$ cat src/rtl/bus_cycle_control_pkg.sv
// Shared constants for the bus cycle controller: device one-hot positions,
// port width codes, FSM state encodings and DSACK encodings.
package bus_cycle_control_pkg;

    // One-hot bit positions of device_selected; all-zero means DEVICE_NULL.
    localparam int DEVICE_SELECTED_MAXPOS = 10;
    localparam int DEVICE_ROM   = 0;
    localparam int DEVICE_FPGA  = 1;
    localparam int DEVICE_QUART = 2;
    localparam int DEVICE_SLOT0 = 3;
    localparam int DEVICE_SLOT1 = 4;
    localparam int DEVICE_SLOT2 = 5;
    localparam int DEVICE_SLOT3 = 6;
    localparam int DEVICE_IDE1  = 7;
    localparam int DEVICE_IDE3  = 8;
    localparam int DEVICE_ETH   = 9;
    localparam logic [DEVICE_SELECTED_MAXPOS-1:0] DEVICE_NULL = '0;

    localparam int PORT_WIDTH_WIDTH = 2;
    localparam logic [PORT_WIDTH_WIDTH-1:0] PORT_WIDTH_NULL = 2'd0;
    localparam logic [PORT_WIDTH_WIDTH-1:0] PORT_WIDTH_BYTE = 2'd1;
    localparam logic [PORT_WIDTH_WIDTH-1:0] PORT_WIDTH_WORD = 2'd2;
    localparam logic [PORT_WIDTH_WIDTH-1:0] PORT_WIDTH_LONG = 2'd3;

    // Wide enough for any per-device wait count.
    localparam int WAIT_WIDTH = 4;

    typedef enum logic [1:0] {
        BUS_STATE_IDLE = 2'd0,
        BUS_STATE_WAIT = 2'd1,
        BUS_STATE_ACK  = 2'd2,
        BUS_STATE_BERR = 2'd3
    } bus_state_e;

    // {DSACK1,DSACK0}
    localparam logic [1:0] DSACK_NONE = 2'b00;
    localparam logic [1:0] DSACK_BYTE = 2'b01;
    localparam logic [1:0] DSACK_WORD = 2'b10;
    localparam logic [1:0] DSACK_LONG = 2'b11;

    function automatic logic [1:0] dsack_from_width(input logic [PORT_WIDTH_WIDTH-1:0] width);
        case (width)
            PORT_WIDTH_BYTE: dsack_from_width = DSACK_BYTE;
            PORT_WIDTH_WORD: dsack_from_width = DSACK_WORD;
            PORT_WIDTH_LONG: dsack_from_width = DSACK_LONG;
            default:         dsack_from_width = DSACK_NONE;
        endcase
    endfunction

endpackage

$ cat src/rtl/bus_cycle_control_wait_lookup.sv
// Combinational device -> wait-state count and slot-class flag.
// Slot-class devices may stretch the cycle further with ext_wait.
module bus_cycle_control_wait_lookup
    import bus_cycle_control_pkg::*;
#(
    parameter int ROM_WAIT  = 2,
    parameter int SLOT_WAIT = 1,
    parameter int IO_WAIT   = 3,
    parameter int FPGA_WAIT = 0
) (
    input  logic [DEVICE_SELECTED_MAXPOS-1:0] device_selected_i,
    output logic [WAIT_WIDTH-1:0]             wait_count_o,
    output logic                              slot_class_o
);

    logic slot_hit;
    assign slot_hit = device_selected_i[DEVICE_SLOT0] | device_selected_i[DEVICE_SLOT1] |
                      device_selected_i[DEVICE_SLOT2] | device_selected_i[DEVICE_SLOT3] |
                      device_selected_i[DEVICE_IDE1]  | device_selected_i[DEVICE_IDE3]  |
                      device_selected_i[DEVICE_ETH];

    // Table lookup; NULL yields zero wait and is diverted to BERR by the FSM.
    always_comb begin
        wait_count_o = '0;
        slot_class_o = 1'b0;
        if (device_selected_i[DEVICE_ROM]) begin
            wait_count_o = WAIT_WIDTH'(ROM_WAIT);
        end else if (device_selected_i[DEVICE_FPGA]) begin
            wait_count_o = WAIT_WIDTH'(FPGA_WAIT);
        end else if (device_selected_i[DEVICE_QUART]) begin
            wait_count_o = WAIT_WIDTH'(IO_WAIT);
        end else if (slot_hit) begin
            wait_count_o = WAIT_WIDTH'(SLOT_WAIT);
            slot_class_o = 1'b1;
        end
    end

endmodule

$ cat src/rtl/bus_cycle_control.sv
// 68030 asynchronous bus cycle controller: per-device wait states, DSACK
// port-size encoding, slot wait stretching, BERR on decode miss, and the
// vector_fetched flag used for the reset-vector ROM overlay.
// Optional watchdog: define BUS_TIMEOUT_EN to turn a WAIT state that lasts
// TIMEOUT_CYCLES clocks into a bus error.
module bus_cycle_control
    import bus_cycle_control_pkg::*;
#(
    parameter int ROM_WAIT       = 2,
    parameter int SLOT_WAIT      = 1,
    parameter int IO_WAIT        = 3,
    parameter int FPGA_WAIT      = 0,
    parameter int TIMEOUT_CYCLES = 255,
    parameter int VECTOR_CYCLES  = 4
) (
    input  logic                              clock_i,
    input  logic                              reset_i,
    input  logic                              as_i,
    input  logic                              function_normal_selected_i,
    input  logic [DEVICE_SELECTED_MAXPOS-1:0] device_selected_i,
    input  logic [PORT_WIDTH_WIDTH-1:0]       port_width_i,
    input  logic                              ext_wait_i,
    output logic [1:0]                        dsack_o,
    output logic                              berr_o,
    output logic                              cycle_active_o,
    output logic                              vector_fetched_o
);

    localparam int VEC_W = $clog2(VECTOR_CYCLES + 1);

    bus_state_e                  state_q;
    logic [WAIT_WIDTH-1:0]       wait_cnt_q;
    logic                        slot_q;
    logic [PORT_WIDTH_WIDTH-1:0] width_q;
    logic [VEC_W-1:0]            vec_cnt_q;
    logic [1:0]                  dsack_q;
    logic                        berr_q;
    logic                        cycle_active_q;
    logic                        vector_fetched_q;

    logic [WAIT_WIDTH-1:0]       lookup_wait;
    logic                        lookup_slot;
    logic                        timeout_hit;

    bus_cycle_control_wait_lookup #(
        .ROM_WAIT  (ROM_WAIT),
        .SLOT_WAIT (SLOT_WAIT),
        .IO_WAIT   (IO_WAIT),
        .FPGA_WAIT (FPGA_WAIT)
    ) u_wait_lookup (
        .device_selected_i (device_selected_i),
        .wait_count_o      (lookup_wait),
        .slot_class_o      (lookup_slot)
    );

`ifdef BUS_TIMEOUT_EN
    localparam int TO_W = $clog2(TIMEOUT_CYCLES + 1);
    logic [TO_W-1:0] wd_cnt_q;

    // Watchdog counts WAIT clocks; fires on the clock that would reach the limit.
    always_ff @(posedge clock_i or posedge reset_i) begin
        if (reset_i) begin
            wd_cnt_q <= '0;
        end else if (state_q != BUS_STATE_WAIT) begin
            wd_cnt_q <= '0;
        end else begin
            wd_cnt_q <= wd_cnt_q + 1'b1;
        end
    end
    assign timeout_hit = (wd_cnt_q == TO_W'(TIMEOUT_CYCLES - 1));
`else
    assign timeout_hit = 1'b0;
`endif

    // Bus handshake FSM with registered strobes and the vector fetch counter.
    // The wait counter is "done" on the clock it reaches zero, so a count of
    // N > 0 spends N clocks in WAIT and a count of 0 spends one.
    always_ff @(posedge clock_i or posedge reset_i) begin
        if (reset_i) begin
            state_q          <= BUS_STATE_IDLE;
            wait_cnt_q       <= '0;
            slot_q           <= 1'b0;
            width_q          <= PORT_WIDTH_NULL;
            vec_cnt_q        <= '0;
            dsack_q          <= DSACK_NONE;
            berr_q           <= 1'b0;
            cycle_active_q   <= 1'b0;
            vector_fetched_q <= 1'b0;
        end else begin
            case (state_q)
                BUS_STATE_IDLE: begin
                    if (as_i && function_normal_selected_i) begin
                        cycle_active_q <= 1'b1;
                        if (device_selected_i == DEVICE_NULL) begin
                            state_q <= BUS_STATE_BERR;
                            berr_q  <= 1'b1;
                        end else begin
                            state_q    <= BUS_STATE_WAIT;
                            wait_cnt_q <= lookup_wait;
                            slot_q     <= lookup_slot;
                            width_q    <= port_width_i;
                        end
                    end
                end
                BUS_STATE_WAIT: begin
                    if (!as_i) begin
                        state_q        <= BUS_STATE_IDLE;
                        wait_cnt_q     <= '0;
                        cycle_active_q <= 1'b0;
                    end else if (timeout_hit) begin
                        state_q <= BUS_STATE_BERR;
                        berr_q  <= 1'b1;
                    end else if (wait_cnt_q > WAIT_WIDTH'(1)) begin
                        wait_cnt_q <= wait_cnt_q - 1'b1;
                    end else begin
                        wait_cnt_q <= '0;
                        if (slot_q && ext_wait_i) begin
                            state_q <= BUS_STATE_WAIT;
                        end else if (width_q == PORT_WIDTH_NULL) begin
                            state_q <= BUS_STATE_BERR;
                            berr_q  <= 1'b1;
                        end else begin
                            state_q <= BUS_STATE_ACK;
                            dsack_q <= dsack_from_width(width_q);
                        end
                    end
                end
                BUS_STATE_ACK: begin
                    if (!as_i) begin
                        state_q        <= BUS_STATE_IDLE;
                        dsack_q        <= DSACK_NONE;
                        cycle_active_q <= 1'b0;
                        if (!vector_fetched_q) begin
                            vec_cnt_q <= vec_cnt_q + 1'b1;
                            if (vec_cnt_q == VEC_W'(VECTOR_CYCLES - 1)) begin
                                vector_fetched_q <= 1'b1;
                            end
                        end
                    end
                end
                BUS_STATE_BERR: begin
                    if (!as_i) begin
                        state_q        <= BUS_STATE_IDLE;
                        berr_q         <= 1'b0;
                        cycle_active_q <= 1'b0;
                    end
                end
                default: state_q <= BUS_STATE_IDLE;
            endcase
        end
    end

    assign dsack_o          = dsack_q;
    assign berr_o           = berr_q;
    assign cycle_active_o   = cycle_active_q;
    assign vector_fetched_o = vector_fetched_q;

endmodule

$ cat config.mk
export PLATFORM = sky130hd
export DESIGN_NAME = bus_cycle_control
export DESIGN_NICKNAME = d
export VERILOG_FILES = /design/src/rtl/bus_cycle_control_pkg.sv /design/src/rtl/bus_cycle_control_wait_lookup.sv /design/src/rtl/bus_cycle_control.sv
export SDC_FILE = /design/constraint.sdc
export NUM_CORES = 1
export LEC_CHECK = 0
export ABC_AREA = 1
export BUFFER_PORTS_ARGS = -buffer_cell sky130_fd_sc_hd__buf_2
export CORE_MARGIN = 2
export CORE_UTILIZATION = 40
export CTS_BUF_LIST = sky130_fd_sc_hd__clkbuf_4
export CTS_CLUSTER_DIAMETER = 100
export CTS_CLUSTER_SIZE = 28
export DETAILED_ROUTE_END_ITERATION = 8
export PLACE_DENSITY = 0.66
export SLEW_MARGIN = 10
export SYNTH_ARGS = -nofsm -noshare
export SYNTH_HDL_FRONTEND = slang
export SYNTH_SLANG_ARGS = --single-unit
export TNS_END_PERCENT = 30
$ cat constraint.sdc
create_clock -name clock_i -period 1.69 [get_ports clock_i]
set_clock_uncertainty 0.1 [all_clocks]
set_input_delay 0.338 -clock clock_i [delete_from_list [all_inputs] [get_ports clock_i]]
set_output_delay 0.338 -clock clock_i [all_outputs]
set_load 0.005 [all_outputs]
==> summary.md, run 1 <==
| Metric | Value |
|---|---|
| Placed Cells incl. Taps | `189` |
| Drt total wl | `1.99 mm` |
| Die X | `54.8 µm` |
| Mapped Nets | `159` |
| Power Total | `1.79 mW` |
| Cell Pwr Density | `1460 nW/µm²` |
| Post-Syn Instances | `138` |
| # H-tree levels | `1` |
| Most frequent cells in the layout | `nand2_1, buf_2, inv_1, dfrtp_1, nor2_1` |
| CP Data Required Time | `1.78 ns` |
| Fmax | `0.633 GHz` |
| Max Slew Vio Count | `0` |
| Via count | `940` |
| Top post-synthesis cells by area | `dfrtp_1, nand2_1, inv_1` |
| Crit start category | `flip-flop` |
| Count of final hold-check violations | `0` |
| Clk sinks | `17` |
| Cts bufs inserted | `3` |
| Hold Path Class | `in2reg` |
| Fillcell total | `249` |
| Clock transition at path regs | `0.10 ns` |
| Largest vdd supply drop | `850 µV` |
| Commonest register cell after synthesis | `dfrtp_1` |
| Root buffer cell | `clkbuf_4` |
| # rows | `18` |
| TritonCTS clock tree | `done` |
| Setup violators final | `0` |
| Area growth syn-to-layout | `18.3%` |
| DP Worst Slack | `0.104 ns` |
| Synth cell types | `23` |
| Cell taking the most area after synthesis | `dfrtp_1` |
| Antenna violations before repair | `0` |
| Share of layout cells above drive strength 1 | `24.8%` |
| Vias in the first global route | `807` |
| Clock Latency Late Sink | `0.30 ns` |
| Register area | `425 µm²` |
| DR iter-0 viols | `26` |
| Initial core utilization | `42.1%` |
| Most common cell after layout, fill and taps aside | `nand2_1` |
| Synth warn | `0` |
| Ports | `22` |
| Final WS setup | `0.110 ns` |
| Syn Area/Cell | `7.49 µm²` |
| Slew headroom | `74.5%` |
| DR pass1 iterations | `4` |
| WS Path Type | `reg2reg` |
| Core area | `2450 µm²` |
| Final core utilization | `49.8%` |
| Fin Setup TNS | `0 ns` |
| Final worst path period share | `93.5%` |
| Clock tree buffer depth | `2` |
| P_leak | `0.665 nW` |
| Largest net degree at the start of global routing | `18` |
| GRT Util Overall | `16.3%` |
| Sequential area share after synthesis | `41.2%` |
| Post-synthesis register bit count | `17` |
| First-pass GRT wire length | `3.44 mm` |
| Post-route DRC | `0` |
| Average routed wire per standard cell | `10.2 µm` |
| ANT nets after route | `0` |
| Max-cap violation count | `0` |
| Non-filler cells in the finished layout | `195` |
| Die area | `3010 µm²` |
| Cell Area, Synth | `1030 µm²` |
| Multi-input gate area | `527 µm²` |
| Via-to-Cell Ratio | `4.82` |
| CP arrival | `1.67 ns` |
| Crit Path Max Fanout | `4` |
| Final min period | `1.58 ns` |
| NumNets Final | `187` |
| Die Height | `54.8 µm` |
| Post-synth top area share | `41.2%` |
| Crit path capture type | `flip-flop` |
| Post-synth ARST share | `100%` |
| GPL Wtd Cong | `0.801` |
| Final HPWL DP | `1.59 mm` |
| Number of flops mapped to enable cells by yosys | `0` |
| Overflow left after global routing | `0` |
| Ant diodes | `0` |
| Worst slew pin tran | `0.382 ns` |
| PortBufs | `21` |
| Status | `finished clean` |
critical path, stage by stage (launching register included):
cell	delay (ns)
dfrtp_1	0.42
inv_1	0.09
ha_2	0.19
inv_1	0.04
nand2_1	0.04
nand2_1	0.11
nand2_2	0.10
nand2_1	0.05
nor2_1	0.15
nand3_1	0.09
nand2_1	0.06
nand2_1	0.04
final timing paths:
path | from | to | slack (ns) | cells after the start
max | wait_cnt_q[0] | berr_o | 0.11 | 11
min | port_width_i[1] | width_q[1] | 0.19 | 3
max reg2reg | wait_cnt_q[0] | berr_o | 0.11 | 11
min reg2reg | berr_o | berr_o | 0.39 | 2
max in group asynchronous | reset_i | state_q[1] | 0.82 | 4
min in group asynchronous | reset_i | vector_fetched_o | 0.48 | 4
synthesized netlist by cell type (2+ instances only):
master and count:
nand2_1 41, ha_1 4, o21ai_0 8, nand3_1 7
o21ai_2 2, nor2_1 16, nand3_2 2, o21ai_1 3
a21oi_1 5, inv_2 3, nand2_2 2, dfrtp_1 17
xor2_1 2, inv_1 17
routing by layer:
layer  share of wire [%]  vias to the layer above  track usage (%)  routed length, µm
li1                    -                      492                -                  -
met1                  46                      422             21.3                911
met2                  48                       21             25.4                960
met3                 4.1                        5             3.55                 81
met4                 1.9                        0             7.50                 37
met5                   0                        -                0                  0
power breakdown:
part / leakage (nW) / total [mW] / internal (mW) / switching (mW)
clock: 0.0177 / 0.223 / 0.0883 / 0.134
combinational: 0.437 / 0.893 / 0.347 / 0.545
sequential: 0.210 / 0.673 / 0.545 / 0.128
sequential cells by signal, summed over array words and instances (netlist names), 2 cells and up:
name / count
dsack_o: 2
state_q: 2
vec_cnt_q: 3
wait_cnt_q: 4
width_q: 2
cell families after synthesis:
logic type	after synthesis	share of synthesized area (%)
AOI/OAI and AO/OA	19	10.2
muxes	1	1.45
xor gates and xnor gates	3	2.54
buffers and inverters	21	8.35
and+or+nand+nor	73	31.5
DFF	17	41.2
adders and majority gates	4	4.84
stage by stage:
step	hold slack, ns	cell area (µm²)
floorplan	0.164	1030
global placement	0.261	1170
detailed placement	0.266	1170
CTS	0.193	1210
global route	0.181	1220
finish	0.190	1220
cell type report:
class / instances / share of cell area (%)
Multi-Input combinational cell: 100 / 43.1
Sequential cell: 17 / 34.8
Inverter: 20 / 6.14
Clock buffer: 3 / 1.84
Timing Repair Buffer: 24 / 10.6
Tap cell: 30 / 3.07
Clock inverter: 1 / 0.409
what timing repair did:
item | CTS | global route
resized for setup | 0 | 2
hold buffers | 1 | 0
endpoints found under the setup margin | 0 | 1
buffers inserted | 0 | 1
hold endpoints to repair | 17 | 0
Power figures use the tool's default switching activity.
==> inputs of run 2 (changes only) <==
--- a/config.mk
+++ b/config.mk
@@ -13,9 +13,11 @@
 export CTS_CLUSTER_DIAMETER = 100
 export CTS_CLUSTER_SIZE = 28
 export DETAILED_ROUTE_END_ITERATION = 8
-export PLACE_DENSITY = 0.66
+export MAX_ROUTING_LAYER = met4
+export PLACE_DENSITY = 0.65
 export SLEW_MARGIN = 10
 export SYNTH_ARGS = -nofsm -noshare
 export SYNTH_HDL_FRONTEND = slang
+export SYNTH_HIERARCHICAL = 1
 export SYNTH_SLANG_ARGS = --single-unit
 export TNS_END_PERCENT = 30
==> run 2 against run 1 <==
Synthesized cell count grew 20%. Non-clock buffer count stayed put. Combinational power grew 7.1%. Die area is 8.2% higher. First-iteration DRC count shrank 23%. Count of clock-buffer cells in the layout unchanged. Via count rose by 13%. Critical endpoint is now width_q[0]. Largest cell class unchanged.
==> summary.md, run 2 <==
| Metric | Value |
|---|---|
| Top post-synthesis cells by area | `dfrtp_1, nand2_1, nor2_1` |
| Worst path buffer plus inverter count | `1` |
| Logic pwr share | `51.2%` |
| Commonest register cell after synthesis | `dfrtp_1` |
| Share of layout cells above drive strength 1 | `23.0%` |
| Overflow left after global routing | `0` |
| Final instance area | `1300 µm²` |
| Crit start category | `flip-flop` |
| Core area | `2710 µm²` |
| Hold Path Class | `in2reg` |
| Post-Syn Instances | `165` |
| Clk sinks | `17` |
| Max Slew Vio Count | `0` |
| Worst R2R Start | `state_q[1]` |
| Worst Hold Path Cells | `3` |
| Clk network pwr share | `12.1%` |
| Largest vdd supply drop | `859 µV` |
| Cts bufs inserted | `3` |
| Largest net degree at the start of global routing | `18` |
| P_leak | `0.725 nW` |
| CP startpoint | `state_q[1]` |
| NumNets Final | `213` |
| Worst-path cell chain | `nor2_2, inv_2, nor2_2, nand2_1, nand2_1, nand2_1` |
| Register area | `425 µm²` |
| Clock Latency Late Sink | `0.29 ns` |
| GRT Util Overall | `18.0%` |
| Post-synth top area share | `37.8%` |
| Switching pwr | `853 µW` |
| Count leader, synth | `nand2_1` |
| Crit path capture type | `flip-flop` |
| Post-synth top cells | `nand2_1, nor2_1, dfrtp_1` |
| Non-filler cells in the finished layout | `222` |
| Cell-internal power | `1.01 mW` |
| Ant diodes | `0` |
| Post-synthesis register bit count | `17` |
| Via count | `1061` |
| Syn Area/Cell | `6.82 µm²` |
| Vias in the first global route | `1101` |
| GPL Wtd Cong | `0.917` |
| Cell taking the most area after synthesis | `dfrtp_1` |
| RSZ-0062 raised after global routing | `false` |
| Max reg flops | `4` |
| Number of flops mapped to enable cells by yosys | `0` |
| Fillcell total | `291` |
| Final WS setup | `0.152 ns` |
| First-pass GRT wire length | `4.49 mm` |
| TritonCTS clock tree | `done` |
| Root buffer cell | `clkbuf_4` |
| DR pass1 iterations | `4` |
| Initial core utilization | `41.5%` |
| Fmax | `0.650 GHz` |
| Largest registers | `wait_cnt_q: 4 flops, vec_cnt_q: 3 flops` |
| Most common cell after layout, fill and taps aside | `nand2_1` |
| Die Height | `57.0 µm` |
| Via-to-Cell Ratio | `4.78` |
| Sequential area share after synthesis | `37.8%` |
| Status | `finished clean` |
| Final core utilization | `48.0%` |
| Dpl cell area | `1250 µm²` |
| Crit-path slowest cell | `dfrtp_1` |
| Average routed wire per standard cell | `10.5 µm` |
| Ports | `22` |
| Most frequent cells in the layout | `nand2_1, buf_2, nor2_1` |
| Cell Pwr Density | `1440 nW/µm²` |
| Area growth syn-to-layout | `15.7%` |
| Count of final hold-check violations | `0` |
| # H-tree levels | `1` |
| Die area | `3250 µm²` |
| Max-cap violation count | `0` |
| # rows | `19` |
| Antenna violations before repair | `0` |
| Final min period | `1.54 ns` |
| Post-synth ARST share | `100%` |
| Max incr delay on CP | `0.53 ns` |
| CP Data Required Time | `1.79 ns` |
| Sequential share of power | `36.7%` |
| Most flops, register | `wait_cnt_q` |
| Switching Share | `45.7%` |
| Power Total | `1.87 mW` |
| Hold Crit Start | `port_width_i[1]` |
| Clock transition at path regs | `0.10 ns` |
| Critical path depth | `6` |
| R2R depth | `6` |
| Post-route DRC | `0` |
| PortBufs | `21` |
| Synth cell types | `23` |
| Crit Path Max Fanout | `9` |
| Top delay family on crit path | `simple AND/OR/NAND/NOR gates` |
| Placed Cells incl. Taps | `216` |
| Final worst path period share | `91.0%` |
| Die X | `57.0 µm` |
| Drt total wl | `2.34 mm` |
| Synth warn | `6` |
| WS Path Type | `reg2reg` |
| ANT nets after route | `0` |
| Final HPWL DP | `1.86 mm` |
| CP arrival | `1.64 ns` |
| DP Worst Slack | `0.157 ns` |
| DR iter-0 viols | `20` |
| Fin Setup TNS | `0 ns` |
| Multi-input gate area | `601 µm²` |
| Clock tree buffer depth | `2` |
| Most frequent CP cell | `nand2_1` |
| Setup violators final | `0` |
| Cell Area, Synth | `1120 µm²` |
| Final hold slack | `0.171 ns` |
==> run 2: changes by cell type in the layout (fill, tap and decap cells not counted), sizes merged, moves of 2 or more <==
| cell | change |
|---|---|
| nand3 | +2 |
| nor2 | +6 |
| o21ai | -3 |
| xor2 | -2 |
| nand2 | +18 |
| conb | +2 |
==> run 2: timing repair <==
| action | 4_1_cts | 5_1_grt |
|---|---|---|
| gates resized for setup | 0 | 2 |
| hold buffers | 1 | 0 |
| buffers inserted | 0 | 1 |
| hold endpoints to repair | 17 | 0 |
| endpoints found under the setup margin | 0 | 3 |
==> run 2: logic make-up after synthesis <==
kind of cell	synth area share, %
fa+ha+maj	4.45
compound gates	8.68
simple gates	36.8
other cells	0.333
mux	1.00
buf+inv	9.34
flops	37.8
xor+xnor	1.56
==> run 2: worst paths after layout <==
path | to | slack (ns)
worst min register to register | slot_q | 0.39
worst min-delay path | width_q[1] | 0.17
max in group asynchronous | wait_cnt_q[2] | 0.82
worst max-delay path | width_q[0] | 0.15
worst max register to register | width_q[0] | 0.15
min in group asynchronous | width_q[0] | 0.48
==> run 2: cell type report <==
cell class,count,share of cell area (%)
Clock inverter,1,0.385
Inverter,21,6.06
Timing Repair Buffer,24,10.0
Clock buffer,3,1.73
Tap cell,31,2.98
Multi-Input combinational cell,125,46.2
Sequential cell,17,32.7
==> run 2: power by group through the flow <==
stage | logic [mW] | registers (mW) | clock network, mW
after CTS | 0.950 | 0.681 | 0.236
after global placement | 0.920 | 0.683 | 0
final | 0.956 | 0.685 | 0.226
after detailed placement | 0.943 | 0.689 | 0
after global routing | 1.12 | 0.710 | 0.246
after floorplan | 0.769 | 0.646 | 0
==> run 2: layer usage <==
metal  part of all wire [%]  GRT usage [%]
met1                     47           21.0
met2                     49           31.7
met3                    3.2           2.72
met4                   0.85           5.98
met5                      0              -
==> run 2: worst reg2reg max path: cells and delay by family (launching register included) <==
| family | cells | cell delay (ns) |
|---|---|---|
| and+or+nand+nor | 5 | 0.74 |
| buffers and inverters | 1 | 0.07 |
| DFF | 1 | 0.53 |
==> inputs of run 3 (changes only) <==
--- a/config.mk
+++ b/config.mk
@@ -14,10 +14,10 @@
 export CTS_CLUSTER_SIZE = 28
 export DETAILED_ROUTE_END_ITERATION = 8
 export MAX_ROUTING_LAYER = met4
-export PLACE_DENSITY = 0.65
+export PLACE_DENSITY = 0.66
+export RECOVER_POWER = 25
 export SLEW_MARGIN = 10
 export SYNTH_ARGS = -nofsm -noshare
 export SYNTH_HDL_FRONTEND = slang
-export SYNTH_HIERARCHICAL = 1
 export SYNTH_SLANG_ARGS = --single-unit
 export TNS_END_PERCENT = 30
==> run 3 against run 2 <==
First-iteration DRC count up 30%. Core utilization increased by 1.7 points. Fmax decreased by 2.7%. Global-route usage fell by 1.3 points. Non-clock buffer count is the same. Sequential cell count unchanged. Cell count down 12%. Sequential share of layout area grew 2.2 points. Clock power is essentially flat. Count of clock-buffer cells in the layout did not move.
==> summary.md, run 3 (synthesized netlist as in run 1, its figures left out) <==
| Metric | Value |
|---|---|
| # rows | `18` |
| DR iter-0 viols | `26` |
| GRT Util Overall | `16.8%` |
| Ant diodes | `0` |
| Max incr delay on CP | `0.42 ns` |
| WS Path Type | `reg2reg` |
| Average routed wire per standard cell | `10.2 µm` |
| Hold Crit Start | `port_width_i[1]` |
| Cts bufs inserted | `3` |
| ANT nets after route | `0` |
| Crit path capture type | `flip-flop` |
| Fmax | `0.633 GHz` |
| GPL Wtd Cong | `0.812` |
| Register area | `425 µm²` |
| Core area | `2450 µm²` |
| Largest vdd supply drop | `850 µV` |
| Final core utilization | `49.7%` |
| Crit start category | `flip-flop` |
| Vias in the first global route | `807` |
| Fin Setup TNS | `0 ns` |
| CP Data Required Time | `1.78 ns` |
| Setup violators final | `0` |
| P_leak | `0.664 nW` |
| Die area | `3010 µm²` |
| Most frequent cells in the layout | `nand2_1, buf_2, inv_1, dfrtp_1, nor2_1` |
| Worst path buffer plus inverter count | `2` |
| Final worst path period share | `93.5%` |
| Most flops, register | `wait_cnt_q` |
| Antenna violations before repair | `0` |
| Slew headroom | `70.3%` |
| Final hold slack | `0.190 ns` |
| Crit Path Max Fanout | `4` |
| Cell Pwr Density | `1470 nW/µm²` |
| Clock Latency Late Sink | `0.30 ns` |
| Root buffer cell | `clkbuf_4` |
| Top delay family on crit path | `simple AND/OR/NAND/NOR gates` |
| Ports | `22` |
| Final HPWL DP | `1.59 mm` |
| Final WS setup | `0.110 ns` |
| Largest net degree at the start of global routing | `18` |
| Final min period | `1.58 ns` |
| Via-to-Cell Ratio | `4.82` |
| Most common cell after layout, fill and taps aside | `nand2_1` |
| Hold Path Class | `in2reg` |
| Worst slew pin tran | `0.445 ns` |
| Largest registers | `wait_cnt_q: 4 flops, vec_cnt_q: 3 flops` |
| Clock transition at path regs | `0.10 ns` |
| GRT met3 Usage | `3.55%` |
| Worst R2R Start | `wait_cnt_q[0]` |
| CP startpoint | `wait_cnt_q[0]` |
| Most used routing layer | `met2` |
| Initial core utilization | `42.1%` |
| Multi-input gate area | `527 µm²` |
| # H-tree levels | `1` |
| Routing usage on met2 | `25.4%` |
| Max-cap violation count | `0` |
| Die X | `54.8 µm` |
| Clk sinks | `17` |
| Count of final hold-check violations | `0` |
| DR pass1 iterations | `4` |
| Via count | `940` |
| Overflow left after global routing | `0` |
| Share of layout cells above drive strength 1 | `24.8%` |
| Crit-path slowest cell | `dfrtp_1` |
| Clock tree buffer depth | `2` |
| Fillcell total | `249` |
| Die Height | `54.8 µm` |
| Status | `finished clean` |
| TritonCTS clock tree | `done` |
| Most frequent CP cell | `nand2_1` |
| Max reg flops | `4` |
| Area growth syn-to-layout | `18.0%` |
| DP Worst Slack | `0.104 ns` |
| CP arrival | `1.67 ns` |
| Drt total wl | `1.99 mm` |
| Power Total | `1.79 mW` |
| Met1 global-route usage | `21.3%` |
| PortBufs | `21` |
| Max Slew Vio Count | `0` |
| NumNets Final | `187` |
| Worst-path cell chain | `inv_1, ha_2, inv_1, nand2_1, nand2_1, nand2_2, nand2_1, nor2_1, nand3_1, nand2_1, nand2_1` |
| Post-route DRC | `0` |
| First-pass GRT wire length | `3.44 mm` |
-- run 3: worst reg2reg max path: stages, from the launching register on --
cell	delay (ns)
dfrtp_1	0.42
inv_1	0.09
ha_2	0.19
inv_1	0.04
nand2_1	0.04
nand2_1	0.11
nand2_2	0.10
nand2_1	0.05
nor2_1	0.15
nand3_1	0.09
nand2_1	0.06
nand2_1	0.04
-- run 3: where the power goes --
part,internal (mW),switching [mW],leakage [nW]
combinational,0.346,0.545,0.436
clock,0.0883,0.134,0.0177
sequential,0.545,0.128,0.210
total,0.979,0.808,0.664
-- run 3: path summary, 6_finish.rpt --
kind | end | slack [ns] | cells after the start
worst max-delay path | berr_o | 0.11 | 11
worst min-delay path | width_q[1] | 0.19 | 3
worst max register to register | berr_o | 0.11 | 11
worst min register to register | berr_o | 0.39 | 2
max in group asynchronous | state_q[1] | 0.63 | 4
min in group asynchronous | vector_fetched_o | 0.56 | 4
-- run 3: what timing repair did --
action                     4_1_cts  5_1_grt
hold endpoints to repair        17        0
setup endpoints to repair        0        1
hold buffers                     1        0
setup buffers                    0        1
gates resized for setup          0        2
-- run 3: stage by stage --
| stage | instance area, µm² | instances |
|---|---|---|
| after floorplan | 1030 | 138 |
| after global placement | 1170 | 189 |
| after detailed placement | 1170 | 189 |
| after CTS | 1210 | 194 |
| after global routing | 1220 | 195 |
| final | 1220 | 195 |
-- run 3: layer usage --
| layer | routed length, µm | share of wire, % |
|---|---|---|
| met1 | 910 | 46 |
| met2 | 958 | 48 |
| met3 | 81 | 4.1 |
| met4 | 37 | 1.9 |
| met5 | 0 | 0 |
-- run 3: cell type report --
class | count | area share (%)
tap | 30 | 3.08
sequential | 17 | 34.9
timing repair buffer | 24 | 10.5
clock buffer | 3 | 1.85
multi-input combinational | 100 | 43.2
inverter | 20 | 6.15
clock inverter | 1 | 0.410
